File: config.mk
export PLATFORM = sky130hd
export DESIGN_NAME = credit_admit
export DESIGN_NICKNAME = d
export VERILOG_FILES = /design/src/rtl/credit_admit_pkg.sv /design/src/rtl/credit_admit_lane.sv /design/src/rtl/credit_admit.sv
export SDC_FILE = /design/constraint.sdc
export NUM_CORES = 1
export LEC_CHECK = 0
export ABC_AREA = 1
export BUFFER_PORTS_ARGS = -buffer_cell sky130_fd_sc_hd__buf_4
export CORE_MARGIN = 2
export CORE_UTILIZATION = 45
export DETAILED_ROUTE_END_ITERATION = 8
export PLACE_DENSITY = 0.86
export SLEW_MARGIN = 25
export SYNTH_ARGS = -nofsm -noshare
export SYNTH_HDL_FRONTEND = slang
export SYNTH_HIERARCHICAL = 1
export SYNTH_SLANG_ARGS = --single-unit
File: constraint.sdc
create_clock -name clk -period 2.2 [get_ports clk]
set_clock_uncertainty 0.15 [all_clocks]
set_input_delay 0.22 -clock clk [delete_from_list [all_inputs] [get_ports clk]]
set_output_delay 0.22 -clock clk [all_outputs]
set_load 0.03 [all_outputs]
File: src/rtl/credit_admit_pkg.sv
// Shared options for the credit admission block: default sizes, credit-width
// derivation and the lane packing helper.
`ifndef FIFO_DWIDTH
`define FIFO_DWIDTH 8
`endif
`ifndef FIFO_DEPTH
`define FIFO_DEPTH 4
`endif

// Selects lane i of a flat vector packed as lane i at [(i+1)*w-1 : i*w].
`define CA_LANE(vec, i, w) vec[(i)*(w) +: (w)]

package credit_admit_pkg;

  // One extra bit so the counter can hold DEPTH itself, not just DEPTH-1.
  function automatic int unsigned cnt_width(input int unsigned depth);
    return $clog2(depth) + 1;
  endfunction

  localparam int unsigned DefWidth  = `FIFO_DWIDTH;
  localparam int unsigned DefDepth  = `FIFO_DEPTH;
  localparam int unsigned DefCntwid = cnt_width(DefDepth);

endpackage

File: src/rtl/credit_admit_lane.sv
// One lane of credit admission: credit counter, registered packet and push strobe.
module credit_lane
  import credit_admit_pkg::*;
#(
  parameter int unsigned WIDTH  = DefWidth,
  parameter int unsigned DEPTH  = DefDepth,
  parameter int unsigned CNTWID = cnt_width(DEPTH)
) (
  input  logic              clk_i,
  input  logic              rst_ni,
  input  logic              in_vld_i,
  input  logic [WIDTH-1:0]  in_data_i,
  input  logic              pop_i,
  output logic              in_rdy_o,
  output logic              acc_o,
  output logic              push_o,
  output logic [WIDTH-1:0]  data_o,
  output logic [CNTWID-1:0] credit_o,
  output logic              err_o
);

  localparam logic [CNTWID-1:0] FullCredit = CNTWID'(DEPTH);

  logic [CNTWID-1:0] credit_q, credit_d;
  logic [WIDTH-1:0]  data_q, data_d;
  logic              push_q, push_d;
  logic              err_q, err_d;

  assign in_rdy_o = (credit_q != '0);
  assign acc_o    = in_vld_i & in_rdy_o;

  always_comb begin
    credit_d = credit_q;
    err_d    = err_q;
    push_d   = acc_o;
    data_d   = acc_o ? in_data_i : data_q;
    if (acc_o && !pop_i) begin
      credit_d = credit_q - CNTWID'(1);
    end else if (!acc_o && pop_i) begin
      // A pop with every credit already home means the downstream lost count.
      if (credit_q == FullCredit) begin
        err_d = 1'b1;
      end else begin
        credit_d = credit_q + CNTWID'(1);
      end
    end
  end

  always_ff @(posedge clk_i or negedge rst_ni) begin
    if (!rst_ni) begin
      credit_q <= FullCredit;
      data_q   <= '0;
      push_q   <= 1'b0;
      err_q    <= 1'b0;
    end else begin
      credit_q <= credit_d;
      data_q   <= data_d;
      push_q   <= push_d;
      err_q    <= err_d;
    end
  end

  assign push_o   = push_q;
  assign data_o   = data_q;
  assign credit_o = credit_q;
  assign err_o    = err_q;

endmodule

File: src/rtl/credit_admit.sv
// Credit-based admission into per-lane downstream FIFOs, with one-shot tagging
// of a magic packet on lane 0.
module credit_admit
  import credit_admit_pkg::*;
#(
  parameter int unsigned NUM_REQS = 1,
  parameter int unsigned WIDTH    = `FIFO_DWIDTH,
  parameter int unsigned DEPTH    = `FIFO_DEPTH,
  parameter int unsigned CNTWID   = cnt_width(DEPTH)
) (
  input  logic                       clk,
  input  logic                       rst,
  input  logic [NUM_REQS-1:0]        in_vld,
  output logic [NUM_REQS-1:0]        in_rdy,
  input  logic [NUM_REQS*WIDTH-1:0]  flat_in_data,
  input  logic [NUM_REQS-1:0]        pop,
  input  logic                       arm,
  output logic [NUM_REQS-1:0]        push,
  output logic [NUM_REQS*WIDTH-1:0]  flat_data_in,
  output logic                       start,
  output logic [NUM_REQS*CNTWID-1:0] credits,
  output logic                       err
);

  logic [NUM_REQS-1:0] acc;
  logic [NUM_REQS-1:0] lane_err;

  for (genvar i = 0; i < NUM_REQS; i++) begin : g_lane
    credit_lane #(
      .WIDTH (WIDTH),
      .DEPTH (DEPTH),
      .CNTWID(CNTWID)
    ) u_lane (
      .clk_i    (clk),
      .rst_ni   (rst),
      .in_vld_i (in_vld[i]),
      .in_data_i(`CA_LANE(flat_in_data, i, WIDTH)),
      .pop_i    (pop[i]),
      .in_rdy_o (in_rdy[i]),
      .acc_o    (acc[i]),
      .push_o   (push[i]),
      .data_o   (`CA_LANE(flat_data_in, i, WIDTH)),
      .credit_o (`CA_LANE(credits, i, CNTWID)),
      .err_o    (lane_err[i])
    );
  end

  assign err = |lane_err;

  logic armed_q, armed_d;
  logic tagged_q, tagged_d;
  logic start_q, start_d;

  // Once a magic packet has been tagged, arm is ignored until the next reset.
  always_comb begin
    armed_d  = armed_q;
    tagged_d = tagged_q;
    start_d  = 1'b0;
    if (!tagged_q) begin
      if ((armed_q || arm) && acc[0]) begin
        start_d  = 1'b1;
        tagged_d = 1'b1;
        armed_d  = 1'b0;
      end else if (arm) begin
        armed_d = 1'b1;
      end
    end
  end

  always_ff @(posedge clk or negedge rst) begin
    if (!rst) begin
      armed_q  <= 1'b0;
      tagged_q <= 1'b0;
      start_q  <= 1'b0;
    end else begin
      armed_q  <= armed_d;
      tagged_q <= tagged_d;
      start_q  <= start_d;
    end
  end

  assign start = start_q;

endmodule

# Yosys cells after proc, flatten, opt, wreduce, memory -nomap -nowiden
# Cells that the tools add are included.
# Widths: inputs -> output; s select.
dict set report word_totals {
  regBits 16
  latch_bits 0
  ramBits 0
  romBits 0
  output_inout_bits 15
  elab_cells 34
  n_memories 0
}
dict set report classes {
  n_addsub 2
  multipliers 0
  div_mod_pow 0
  magnitude_cmp 0
  eq_ne 2
  shifts 0
  n_mux 8
  n_bitwise 3
  reduce_logical 12
}
# operator n
set ops {}
lappend ops {{$mux 3} 3}
lappend ops {{$mux 1} 5}
lappend ops {{$reduce_and 2->1} 2}
lappend ops {{$reduce_bool 2->1} 2}
lappend ops {{$add 3x1->3 const B} 1}
lappend ops {{$eq 3x3->1 const B} 1}
lappend ops {{$logic_and 1x1->1} 3}
lappend ops {{$reduce_and 3->1} 1}
lappend ops {{$reduce_bool 3->1} 1}
lappend ops {{$sub 3x1->3 const B} 1}
lappend ops {{$logic_not 1->1} 2}
lappend ops {{$ne 2x1->1 const B} 1}
lappend ops {{$not 1->1} 2}
lappend ops {{$and 1x1->1} 1}
lappend ops {{$logic_or 1x1->1} 1}

# Longest topological paths before layout
# Gate-level depths: netlist (run 1).
dict set report logic_depth {
  ltp_word 6
  mapped_depth 11
  ltp_nobuf 11
}

# By module
# The synthesis (run 1) kept the hierarchy.
# module n_inst cells_each area_each_um2 seq_area_each_um2
set by_module_without_submodules {}
lappend by_module_without_submodules {credit_lane 1 69 599.3 326.6}
lappend by_module_without_submodules {credit_admit 1 14 126.4 75.1}

# Worst setup path before layout (run 1)
# OpenSTA, ideal clock, no wires.
dict set report synth_path {
  kind {reg-to-reg}
  startpoint {reg g_lane[0].u_lane.credit_q[2]}
  endpoint {reg g_lane[0].u_lane.credit_q[2]}
  t_arrival_ns 2.063
  t_required_ns 1.990
  slack_ns -0.074
  stages_incl_launch_ff 12
  n_path_buf 0
  path_cell_list {dfstp_2 -> inv_2 -> nand2_2 -> nand2_4 -> inv_4 -> ha_1 -> inv_1 -> fa_1 -> nand3b_1 -> nand2_1 -> nand2_1 -> nand2_1}
}
dict set report synth_between {
  elab_chain_cells 6
}
# item line_no
set synth_lines {}
lappend synth_lines {{start, declared} credit_admit_lane.sv:24} ;# logic [CNTWID-1:0] credit_q, credit_d;
lappend synth_lines {{start signal, assigned} credit_admit_lane.sv:51} ;# credit_q <= FullCredit;
lappend synth_lines {{start signal, assigned} credit_admit_lane.sv:56} ;# credit_q <= credit_d;
lappend synth_lines {{$reduce_bool 3->1 (*)} credit_admit_lane.sv:29} ;# assign in_rdy_o = (credit_q != '0);
lappend synth_lines {{via in_rdy} credit_admit.sv:14} ;# output logic [NUM_REQS-1:0] in_rdy,
lappend synth_lines {{$and 1x1->1 (*)} credit_admit_lane.sv:30} ;# assign acc_o = in_vld_i & in_rdy_o;
lappend synth_lines {{via acc} credit_admit.sv:25} ;# logic [NUM_REQS-1:0] acc;
lappend synth_lines {{$logic_not 1->1} credit_admit_lane.sv:39} ;# end else if (!acc_o && pop_i) begin
lappend synth_lines {{$logic_and 1x1->1} credit_admit_lane.sv:39}
lappend synth_lines {{$reduce_bool 2->1 (no source line)} -}
lappend synth_lines {{$reduce_and 2->1 (no source line)} -}
# Mark *: on every way through the listed nets, which the timed path passes. The rest lies on a longest branch. The select of a mux whose other input is x is not followed.
# A chain may end at the register's enable or synchronous reset.

# Worst setup path in the final report (run 1)
dict set report layout_path {
  startpoint {reg g_lane[0].u_lane.credit_q[2]}
  endpoint {reg g_lane[0].u_lane.credit_q[2]}
}
dict set report layout_between {
  elab_chain_cells 6
}
# item line_no
set layout_lines {}
lappend layout_lines {{$reduce_bool 3->1 (*)} credit_admit_lane.sv:29}
lappend layout_lines {{$and 1x1->1 (*)} credit_admit_lane.sv:30}
lappend layout_lines {{via acc} credit_admit.sv:25}
lappend layout_lines {{$logic_not 1->1} credit_admit_lane.sv:39}
lappend layout_lines {{$logic_and 1x1->1} credit_admit_lane.sv:39}
lappend layout_lines {{$reduce_bool 2->1 (no source line)} -}
lappend layout_lines {{$reduce_and 2->1 (no source line)} -}
# Marks and branches as above.

==> results of run 1 <==
## worst reg2reg max path, cell delays in order, from the launching register on
cell,delay (ns)
dfstp_2,0.59
inv_2,0.07
nand2_4,0.09
nand2_8,0.09
inv_8,0.07
ha_2,0.18
inv_1,0.09
fa_2,0.34
nand3b_1,0.16
nand2_1,0.06
nand2_1,0.05
nand2_1,0.06
## flip-flops by register name, indices dropped and copies added (netlist names)
signal	count
g_lane.u_lane/data_o	8
start	1
armed_q	1
tagged_q	1
g_lane.u_lane/credit_o	3
g_lane.u_lane/err_o	1
g_lane.u_lane/push_o	1
## logic make-up (layout without fill, tap and decap cells)
| group | after synthesis | in the layout | share of synthesized area (%) |
|---|---|---|---|
| flip-flops | 16 | 16 | 55.3 |
| adder cells (fa/ha/maj) | 3 | 3 | 6.21 |
| AO/OA/AOI/OAI | 3 | 3 | 2.59 |
| AND/OR/NAND/NOR | 48 | 48 | 28.8 |
| buffers and inverters | 13 | 57 | 7.07 |
## cells in the mapped netlist (all sizes together)
master   n  share of area (%)
ha       2                3.4
nand3    4                3.4
dfrtp   15                 52
dfstp    1                3.6
nor2     1               0.86
a31o     1                1.2
o21ai    2                1.4
inv     13                7.1
fa       1                2.8
nand3b   1                1.0
nand2   42                 23
## per-layer routing
| metal | GRT usage [%] | wire, µm |
|---|---|---|
| met2 | 32.9 | 874 |
| met4 | 9.09 | 25 |
| met1 | 22.3 | 677 |
| met3 | 4.08 | 105 |
| met5 | 0 | 0 |
## metrics by stage
stage	setup slack (ns)	hold slack, ns	cell area (µm²)
floorplan	0.00514	-0.226	733
global placement	0.141	-0.0621	956
detailed placement	0.0496	-0.0612	956
CTS	0.0250	0.0817	1080
global route	0.0303	0.0635	1130
finish	0.163	0.0663	1130
## worst min path at each step
stage	endpoint
after floorplan	armed_q$_DFFE_PN0P_
after global placement	g_lane[0].u_lane/credit_o[0]$_DFFE_PN0P_
after detailed placement	g_lane[0].u_lane/credit_o[1]$_DFFE_PN0P_
after CTS	tagged_q$_DFF_PN0_
after global routing	g_lane[0].u_lane/push_o$_DFF_PN0_
final	g_lane[0].u_lane/push_o$_DFF_PN0_
## final cells by class
| class | count | area (µm²) | area share [%] |
|---|---|---|---|
| Clock buffer | 4 | 36.3 | 3.22 |
| Inverter | 13 | 56.3 | 4.99 |
| Timing Repair Buffer | 40 | 323 | 28.6 |
| Tap cell | 16 | 20.0 | 1.77 |
| Multi-Input combinational cell | 54 | 292 | 25.8 |
| Sequential cell | 16 | 402 | 35.6 |
## where the power goes
group          internal (mW)  switching (mW)  leakage [nW]
logic                  0.336           0.532         0.418
clock network          0.101          0.0990        0.0210
registers              0.412          0.0833         0.186
total                  0.849           0.715         0.625
## repair_timing
action | 4_1_cts | 5_1_grt
endpoints found under the setup margin | 0 | 2
hold buffers | 9 | 0
buffers inserted | 0 | 4
gates resized for setup | 0 | 4
hold endpoints to repair | 24 | 0
==> metrics.csv, run 1 <==
stage,metric,value,unit
min_path,min-delay-start,in_vld,
clock_tree,clock-sinks,16,
min_path,min_path_cells,3,
grt,grt_overflow,0,
die,std_cell_rows,14,
placed_design,gp_congestion,0.745,
finish,layout.cells.non_filler,143,
clock_tree,clkLatencyLatePin,0.29,ns
grt,antenna_found_initial,0,
timing,fin_setup_tns,0,ns
worst_setup_path,rrSetupSlack,0.16,ns
die,core-area,1510,µm²
worst_setup_path,cp_data_required_time,2.29,ns
drt,via_per_inst,4.75,
logic_synthesis,yosysSeqAreaShare,55.3,%
die,die-area,1950,µm²
clock_tree,numCtsBuffers,3,
timing,worstMarginPinSlew,0.201,ns
placed_design,port_buffers,27,
logic_synthesis,syn-cell-area,726,µm²
logic_synthesis,avgSynthCellArea,8.74,µm²
timing,timing.final.crit_share,92.6,%
worst_setup_path,worstRegToRegCells,11,
timing,rsz0062_at_grt,false,
worst_setup_path,crit_path_start,g_lane[0].u_lane/credit_o[2]$_DFFE_PN1P_,
worst_setup_path,cp_data_arrival_time,2.13,ns
worst_setup_path,crit_slowest_cell,dfstp_2,
timing,finalSetupViolCount,0,
finish,final_nets,144,
min_path,hold_class,primary input to flip-flop,
drt,num_vias,679,
worst_setup_path,crit_chain,inv_2 -> nand2_4 -> nand2_8 -> inv_8 -> ha_2 -> inv_1 -> fa_2 -> nand3b_1 -> nand2_1 -> nand2_1 -> nand2_1,
grt,grt_max_degree,17,
grt,grt_pass1_vias,608,
finish,layout_common_cells,"39 x nand2_1, 31 x buf_4, 15 x dfrtp_1",
worst_setup_path,worst-path-stages,11,
finish,area.growth.synth_to_final,55.5,%
drt,dr.pass1.iters,4,
timing,hold_viol,0,
finish,num_antenna_cells,0,
drt,drtAntennaViolNets,0,
drt,route.detailed.drc,0,
timing,max_freq,0.491,GHz
worst_setup_path,crit_top_cell,nand2_1,
power_and_ir_drop,power.leakage,0.625,nW
worst_setup_path,setup.worst_path.end,g_lane[0].u_lane/credit_o[2]$_DFFE_PN1P_,
clock_tree,clockBufferDepth,2,
die,start_util,48.2,%
die,io_pins,28,
logic_synthesis,synth_fp_nets,99,
worst_setup_path,startpoint_type,flip-flop,
drt,routedWlPerCell,11.8,µm
worst_setup_path,critical-path-max-stage-delay,0.59,ns
finish,final_core_util,74.9,%
worst_setup_path,worst-path-max-fanout,10,
clock_tree,cts_tree,done,
worst_setup_path,path_class,flip-flop to flip-flop,
power_and_ir_drop,total_power,1.56,mW
finish,drive_gt1_share,38.6,%
logic_synthesis,ys_ff_latch,16,
finish,fill_cells,102,
logic_synthesis,netlist_instances,83,
worst_setup_path,reg2reg_from,g_lane[0].u_lane/credit_o[2]$_DFFE_PN1P_,
outcome,status,"finished, final reports clean",
die,die_width,44.2,µm
grt,grt_pass1_wl,2.63,mm
worst_setup_path,r2r-end,g_lane[0].u_lane/credit_o[2]$_DFFE_PN1P_,
worst_setup_path,end_kind,flip-flop,
power_and_ir_drop,peakVddDrop,0.000931,V
worst_setup_path,cp.buffers_inverters,3,
power_and_ir_drop,pwr_density_cell,1390,nW/µm²
timing,period_needed,2.04,ns
clock_tree,cts.htree.levels,1,
logic_synthesis,netlist-cell-type-count,16,
die,fp.dieH,44.2,µm
drt,first_iter_violations,7,
logic_synthesis,yosys_warnings,6,
clock_tree,cts.clk_slew.worst_paths,0.10,ns
timing,slew_headroom,86.6,%
timing,slew_violations,0,
flow_run,cap_violations,0,
worst_setup_path,cpLargestDelayFamily,flip-flops,
placed_design,dp.cells,126,
finish,layout_commonest_cell,nand2_1,
drt,routed_wl,1.68,mm
placed_design,hpwl,1.08,mm
clock_tree,cts-root-buf,clkbuf_4,
grt,track_usage,19.0,%
Note: power is estimated with default switching activity, not from simulation.
==> inputs of run 2 (changes only) <==
Settings changed: BUFFER_PORTS_ARGS -buffer_cell sky130_fd_sc_hd__buf_4 to not set, CORE_MARGIN 2 to 5, DONT_BUFFER_PORTS set to 1, PLACE_DENSITY 0.86 to 0.71.
==> run 2 against run 1 <==
Effect of this change: flip-flop and latch count did not move; fmax rose by 0.12%; cell count shrank 17%; sequential power increased by 32%; clock power decreased by 23%; setup slack better by 0.0025 ns; critical path type unchanged.
==> metrics.csv, run 2 (synthesis results as in run 1) <==
stage,metric,value,unit,change
drt,routed_wl,1.43,mm,was 1.68 mm
clock_tree,numCtsBuffers,3,,unchanged
worst_setup_path,rrSetupSlack,0.17,ns,was 0.16 ns
drt,dr_wl_met3,139,µm,was 105 µm
finish,layout_commonest_cell,nand2_1,,unchanged
min_path,hold_class,primary input to flip-flop,,unchanged
power_and_ir_drop,peakVddDrop,0.000693,V,was 0.000931 V
clock_tree,clkLatencyLatePin,0.28,ns,was 0.29 ns
die,core-area,1520,µm²,was 1510 µm²
clock_tree,clockBufferDepth,2,,unchanged
worst_setup_path,r2r-end,g_lane[0].u_lane/credit_o[2]$_DFFE_PN1P_,,unchanged
finish,num_antenna_cells,0,,unchanged
min_path,min-delay-start,in_vld,,unchanged
die,die_width,50.2,µm,was 44.2 µm
grt,antenna_found_initial,0,,unchanged
finish,layout.cells.non_filler,119,,was 143
placed_design,dp.cells,103,,was 126
timing,fin_setup_tns,0,ns,unchanged
worst_setup_path,crit_slowest_cell,dfstp_2,,unchanged
clock_tree,cts.htree.levels,1,,unchanged
timing,slew_violations,0,,unchanged
finish,layout_common_cells,"39 x nand2_1, 15 x dfrtp_1, 10 x dlygate4sd3_1",,"was 39 x nand2_1, 31 x buf_4, 15 x dfrtp_1"
die,std_cell_rows,14,,unchanged
timing,worstMarginPinSlew,0.687,ns,was 0.201 ns
outcome,status,"finished, final reports clean",,unchanged
timing,max_freq,0.492,GHz,was 0.491 GHz
die,fp.dieH,50.2,µm,was 44.2 µm
finish,final_core_util,61.0,%,was 74.9%
drt,dr.pass1.iters,4,,unchanged
power_and_ir_drop,power.leakage,0.502,nW,was 0.625 nW
grt,grt_overflow,0,,unchanged
placed_design,hpwl,1.02,mm,was 1.08 mm
timing,period_needed,2.03,ns,was 2.04 ns
flow_run,cap_violations,0,,unchanged
grt,track_usage,12.7,%,was 19.0%
worst_setup_path,critical-path-max-stage-delay,0.54,ns,was 0.59 ns
worst_setup_path,crit_top_cell,nand2_1,,unchanged
clock_tree,cts.clk_slew.worst_paths,0.09,ns,was 0.10 ns
die,die-area,2520,µm²,was 1950 µm²
worst_setup_path,crit_path_start,g_lane[0].u_lane/credit_o[2]$_DFFE_PN1P_,,unchanged
finish,final_nets,120,,was 144
timing,timing.final.crit_share,92.5,%,was 92.6%
placed_design,gp_congestion,0.705,,was 0.745
worst_setup_path,end_kind,flip-flop,,unchanged
timing,hold_viol,0,,unchanged
grt,grt_pass1_vias,566,,was 608
power_and_ir_drop,pwr_density_cell,1440,nW/µm²,was 1390 nW/µm²
worst_setup_path,cp_data_arrival_time,2.11,ns,was 2.13 ns
finish,drive_gt1_share,21.4,%,was 38.6%
worst_setup_path,worstRegToRegCells,11,,unchanged
clock_tree,cts-root-buf,clkbuf_4,,unchanged
worst_setup_path,path_class,flip-flop to flip-flop,,unchanged
finish,fill_cells,124,,was 102
grt,grt_pass1_wl,2.42,mm,was 2.63 mm
drt,via_per_inst,4.78,,was 4.75
worst_setup_path,reg2reg_from,g_lane[0].u_lane/credit_o[2]$_DFFE_PN1P_,,unchanged
worst_setup_path,startpoint_type,flip-flop,,unchanged
placed_design,port_buffers,0,,was 27
drt,routedWlPerCell,12.0,µm,was 11.8 µm
worst_setup_path,worst-path-max-fanout,10,,unchanged
timing,rsz0062_at_grt,false,,unchanged
clock_tree,clock-sinks,16,,unchanged
drt,route.detailed.drc,0,,unchanged
drt,first_iter_violations,6,,was 7
power_and_ir_drop,total_power,1.34,mW,was 1.56 mW
drt,wl_met1,556,µm,was 677 µm
timing,hold_ws,0.0421,ns,was 0.0663 ns
drt,dr_wl_met2,732,µm,was 874 µm
worst_setup_path,setup.worst_path.end,g_lane[0].u_lane/credit_o[2]$_DFFE_PN1P_,,unchanged
drt,num_vias,569,,was 679
drt,top_layer,met3,,was met4
clock_tree,cts_tree,done,,unchanged
finish,largest_reg_flops,8,,unchanged
die,io_pins,28,,unchanged
timing,slew_headroom,54.1,%,was 86.6%
die,start_util,47.6,%,was 48.2%
worst_setup_path,cp_data_required_time,2.28,ns,was 2.29 ns
timing,finalSetupViolCount,0,,unchanged
grt,grt_max_degree,17,,unchanged
drt,drtAntennaViolNets,0,,unchanged
worst_setup_path,crit_chain,inv_2 -> nand2_4 -> nand2_4 -> inv_8 -> ha_2 -> inv_1 -> fa_1 -> nand3b_1 -> nand2_1 -> nand2_1 -> nand2_1,,was inv_2 -> nand2_4 -> nand2_8 -> inv_8 -> ha_2 -> inv_1 -> fa_2 -> nand3b_1 -> nand2_1 -> nand2_1 -> nand2_1
finish,area.growth.synth_to_final,28.1,%,was 55.5%
-- run 2: changes by cell type in the layout (fill, tap and decap cells not counted), sizes merged --
cell	before	now
buf	31	6
dlygate4sd3	9	10
-- run 2: how the worst min path moves through the flow --
stage	end	depth (start not counted)
5_1_grt	g_lane[0].u_lane/data_o[0]$_DFFE_PN0P_	3
6_report	g_lane[0].u_lane/data_o[3]$_DFFE_PN0P_	3
2_1_floorplan	armed_q$_DFFE_PN0P_	0
3_5_place_dp	g_lane[0].u_lane/credit_o[1]$_DFFE_PN0P_	0
4_1_cts	g_lane[0].u_lane/data_o[6]$_DFFE_PN0P_	3
3_3_place_gp	g_lane[0].u_lane/credit_o[1]$_DFFE_PN0P_	0
-- run 2: final cells by class --
class,instances,area [µm²],area share (%)
Clock buffer,4,26.3,2.83
Inverter,13,56.3,6.06
Tap cell,16,20.0,2.15
Multi-Input combinational cell,54,280,30.1
Sequential cell,16,402,43.2
Timing Repair Buffer,16,145,15.6
-- run 2: critical path: cells and delay by family (launching register included) --
| family | cells | cell delay, ns |
|---|---|---|
| fa+ha+maj | 2 | 0.57 |
| buf+inv | 3 | 0.20 |
| flops | 1 | 0.54 |
| simple gates | 6 | 0.50 |
-- run 2: timing repair --
action,in CTS,in global routing
hold buffers,10,0
setup buffers,0,2
endpoints found under the hold margin,27,0
gates resized for setup,0,2
setup endpoints to repair,0,1
-- run 2: per-layer routing --
| metal | GRT usage (%) | vias to the layer above |
|---|---|---|
| met4 | 3.93 | 0 |
| met5 | 0 | - |
| li1 | - | 289 |
| met2 | 20.5 | 21 |
| met3 | 7.40 | 0 |
| met1 | 14.1 | 259 |
-- run 2: per-stage QoR --
step	setup slack [ns]	area (µm²)
6_report	0.166	930
2_1_floorplan	0.00514	733
5_1_grt	0.0227	930
3_5_place_dp	0.101	783
3_3_place_gp	0.166	783
4_1_cts	0.0864	910
-- run 2: power breakdown --
| part | switching, mW | internal (mW) | total (mW) | leakage [nW] |
|---|---|---|---|---|
| sequential | 0.245 | 0.409 | 0.654 | 0.186 |
| combinational | 0.331 | 0.199 | 0.530 | 0.300 |
| clock | 0.0845 | 0.0704 | 0.155 | 0.0150 |
==> inputs of run 3 (changes only) <==
Settings changed: CORE_MARGIN 5 to not set, CTS_BUF_LIST set to sky130_fd_sc_hd__clkbuf_8 sky130_fd_sc_hd__clkbuf_16.
==> run 3 against run 2 <==
Effect of this change: the run now ends with DRC left; power rose by 6.4%; clock power up 68%; utilization rose by 0.63 points; wire length is 0.28% higher; sequential power about the same; cell count shrank 2.5%; global-route usage increased by 4.6 points; critical path depth unchanged; highest routed layer is now met4.
==> metrics.csv, run 3 (synthesis results as in run 1) <==
stage,metric,value,unit,change
outcome,status,"complete, but fails checks",,"was finished, final reports clean"
outcome,violations,DRC,,
clock_tree,clkLatencyLatePin,0.25,ns,was 0.28 ns
finish,regArea,402,µm²,unchanged
finish,area.growth.synth_to_final,27.9,%,was 28.1%
power_and_ir_drop,power.leakage,0.502,nW,about the same
placed_design,dp.cells,103,,unchanged
placed_design,hpwl,1.01,mm,was 1.02 mm
power_and_ir_drop,swShare,47.4,%,was 49.3%
grt,track_usage,17.4,%,was 12.7%
clock_tree,clockBufferDepth,2,,unchanged
power_and_ir_drop,combPwrFrac,35.9,%,was 39.6%
worst_setup_path,worst-path-max-fanout,12,,was 10
worst_setup_path,path_class,flip-flop to flip-flop,,unchanged
drt,first_iter_violations,11,,was 6
die,io_pins,28,,unchanged
clock_tree,cts.clk_slew.worst_paths,0.06,ns,was 0.09 ns
die,start_util,48.2,%,was 47.6%
drt,via_per_inst,4.91,,was 4.78
timing,finalSetupViolCount,0,,unchanged
worst_setup_path,cp_data_arrival_time,2.13,ns,was 2.11 ns
timing,rsz0062_at_grt,false,,unchanged
worst_setup_path,end_kind,flip-flop,,unchanged
timing,slew_violations,0,,unchanged
power_and_ir_drop,power.internal,0.750,mW,was 0.679 mW
finish,largest_reg_flops,8,,unchanged
placed_design,gp_congestion,0.730,,was 0.705
grt,grt_overflow,0,,unchanged
grt,grt_pass1_wl,2.25,mm,was 2.42 mm
grt,grt_max_degree,17,,unchanged
timing,hold_ws,0.0273,ns,was 0.0421 ns
timing,worstMarginPinSlew,0.698,ns,was 0.687 ns
clock_tree,numCtsBuffers,3,,unchanged
drt,routed_wl,1.43,mm,about the same
finish,final_core_util,61.6,%,was 61.0%
power_and_ir_drop,peakVddDrop,0.00105,V,was 0.000693 V
finish,num_antenna_cells,0,,unchanged
power_and_ir_drop,clkPwrFrac,18.2,%,was 11.6%
finish,multi_input_area,278,µm²,was 280 µm²
drt,routedWlPerCell,12.3,µm,was 12.0 µm
die,die_width,42.2,µm,was 50.2 µm
timing,finalWorstSetupSlack,0.105,ns,was 0.166 ns
worst_setup_path,cp_data_required_time,2.24,ns,was 2.28 ns
clock_tree,cts-root-buf,clkbuf_8,,was clkbuf_4
timing,fin_setup_tns,0,ns,unchanged
timing,slew_headroom,53.3,%,was 54.1%
timing,period_needed,2.09,ns,was 2.03 ns
power_and_ir_drop,sequentialPowerShare,45.9,%,was 48.8%
timing,max_freq,0.477,GHz,was 0.492 GHz
min_path,hold_class,primary input to flip-flop,,unchanged
finish,layout_commonest_cell,nand2_1,,unchanged
finish,fill_cells,126,,was 124
power_and_ir_drop,switching_power,0.675,mW,was 0.661 mW
die,std_cell_rows,14,,unchanged
clock_tree,cts.htree.levels,1,,unchanged
die,fp.dieH,42.2,µm,was 50.2 µm
power_and_ir_drop,pwr_density_cell,1530,nW/µm²,was 1440 nW/µm²
worst_setup_path,startpoint_type,flip-flop,,unchanged
drt,drtAntennaViolNets,0,,unchanged
grt,antenna_found_initial,0,,unchanged
clock_tree,post_cts_resized,0,,unchanged
placed_design,preCtsSetupSlack,0.120,ns,was 0.101 ns
clock_tree,ctsHoldBuffers,9,,was 10
clock_tree,cts_tree,done,,unchanged
die,core-area,1510,µm²,was 1520 µm²
worst_setup_path,worstRegToRegCells,11,,unchanged
drt,num_vias,570,,was 569
die,die-area,1780,µm²,was 2520 µm²
finish,layout_common_cells,"39 x nand2_1, 15 x dfrtp_1, 9 x dlygate4sd3_1",,"was 39 x nand2_1, 15 x dfrtp_1, 10 x dlygate4sd3_1"
min_path,min_path_cells,4,,was 3
grt,grt_pass1_vias,538,,was 566
finish,drive_gt1_share,20.0,%,was 21.4%
placed_design,port_buffers,0,,unchanged
finish,final_nets,117,,was 120
flow_run,cap_violations,0,,unchanged
timing,timing.final.crit_share,95.2,%,was 92.5%
clock_tree,post_cts_buffers,0,,unchanged
drt,dr.pass1.iters,6,,was 4
timing,hold_viol,0,,unchanged
drt,route.detailed.drc,1,,was 0
finish,layout.cells.non_filler,116,,was 119
clock_tree,clock-sinks,16,,unchanged
[run 3: area by class of cell]
class                           instances  area share (%)
Sequential cell                        16            43.3
Multi-Input combinational cell         54            29.9
Timing Repair Buffer                   13            12.9
Clock buffer                            4            5.93
Inverter                               13            5.80
Tap cell                               16            2.16
[run 3: power groups by stage]
| stage | registers, mW | logic, mW | clock network (mW) |
|---|---|---|---|
| 2_1_floorplan | 0.713 | 0.297 | 0 |
| 3_3_place_gp | 0.658 | 0.472 | 0 |
| 3_5_place_dp | 0.659 | 0.494 | 0 |
| 4_1_cts | 0.656 | 0.511 | 0.264 |
| 5_1_grt | 0.668 | 0.560 | 0.275 |
| 6_report | 0.654 | 0.511 | 0.260 |
[run 3: final timing paths]
path                       slack (ns)                                      from                                  endpoint
min reg2reg                      0.34                        tagged_q$_DFF_PN0_                        tagged_q$_DFF_PN0_
max in group asynchronous        1.15                                       rst        g_lane[0].u_lane/err_o$_DFFE_PN0P_
max reg2reg                      0.11  g_lane[0].u_lane/credit_o[2]$_DFFE_PN1P_  g_lane[0].u_lane/credit_o[2]$_DFFE_PN1P_
min                              0.03                                       arm                        tagged_q$_DFF_PN0_
max                              0.11  g_lane[0].u_lane/credit_o[2]$_DFFE_PN1P_  g_lane[0].u_lane/credit_o[2]$_DFFE_PN1P_
min in group asynchronous        0.31                                       rst         g_lane[0].u_lane/push_o$_DFF_PN0_
[run 3: worst max-delay path: stages (launching register included)]
cell and delay [ns]:
dfstp_2 0.54, inv_2 0.05, nand2_4 0.06, nand2_4 0.10, inv_6 0.12, ha_1 0.19
inv_1 0.09, fa_1 0.38, nand3b_1 0.17, nand2_1 0.06, nand2_1 0.05, nand2_1 0.07
[run 3: per-layer routing]
layer,vias to the layer above,part of all wire [%],track usage (%)
met3,2,4.1,3.45
met4,0,0.35,7.50
li1,280,-,-
met1,265,44,20.7
met2,23,51,30.3
met5,-,0,0
[run 3: metrics by stage]
| step | power [mW] | cell area [µm²] |
|---|---|---|
| floorplan | 1.01 | 733 |
| global placement | 1.13 | 783 |
| detailed placement | 1.15 | 783 |
| CTS | 1.43 | 928 |
| global route | 1.50 | 928 |
| finish | 1.42 | 928 |
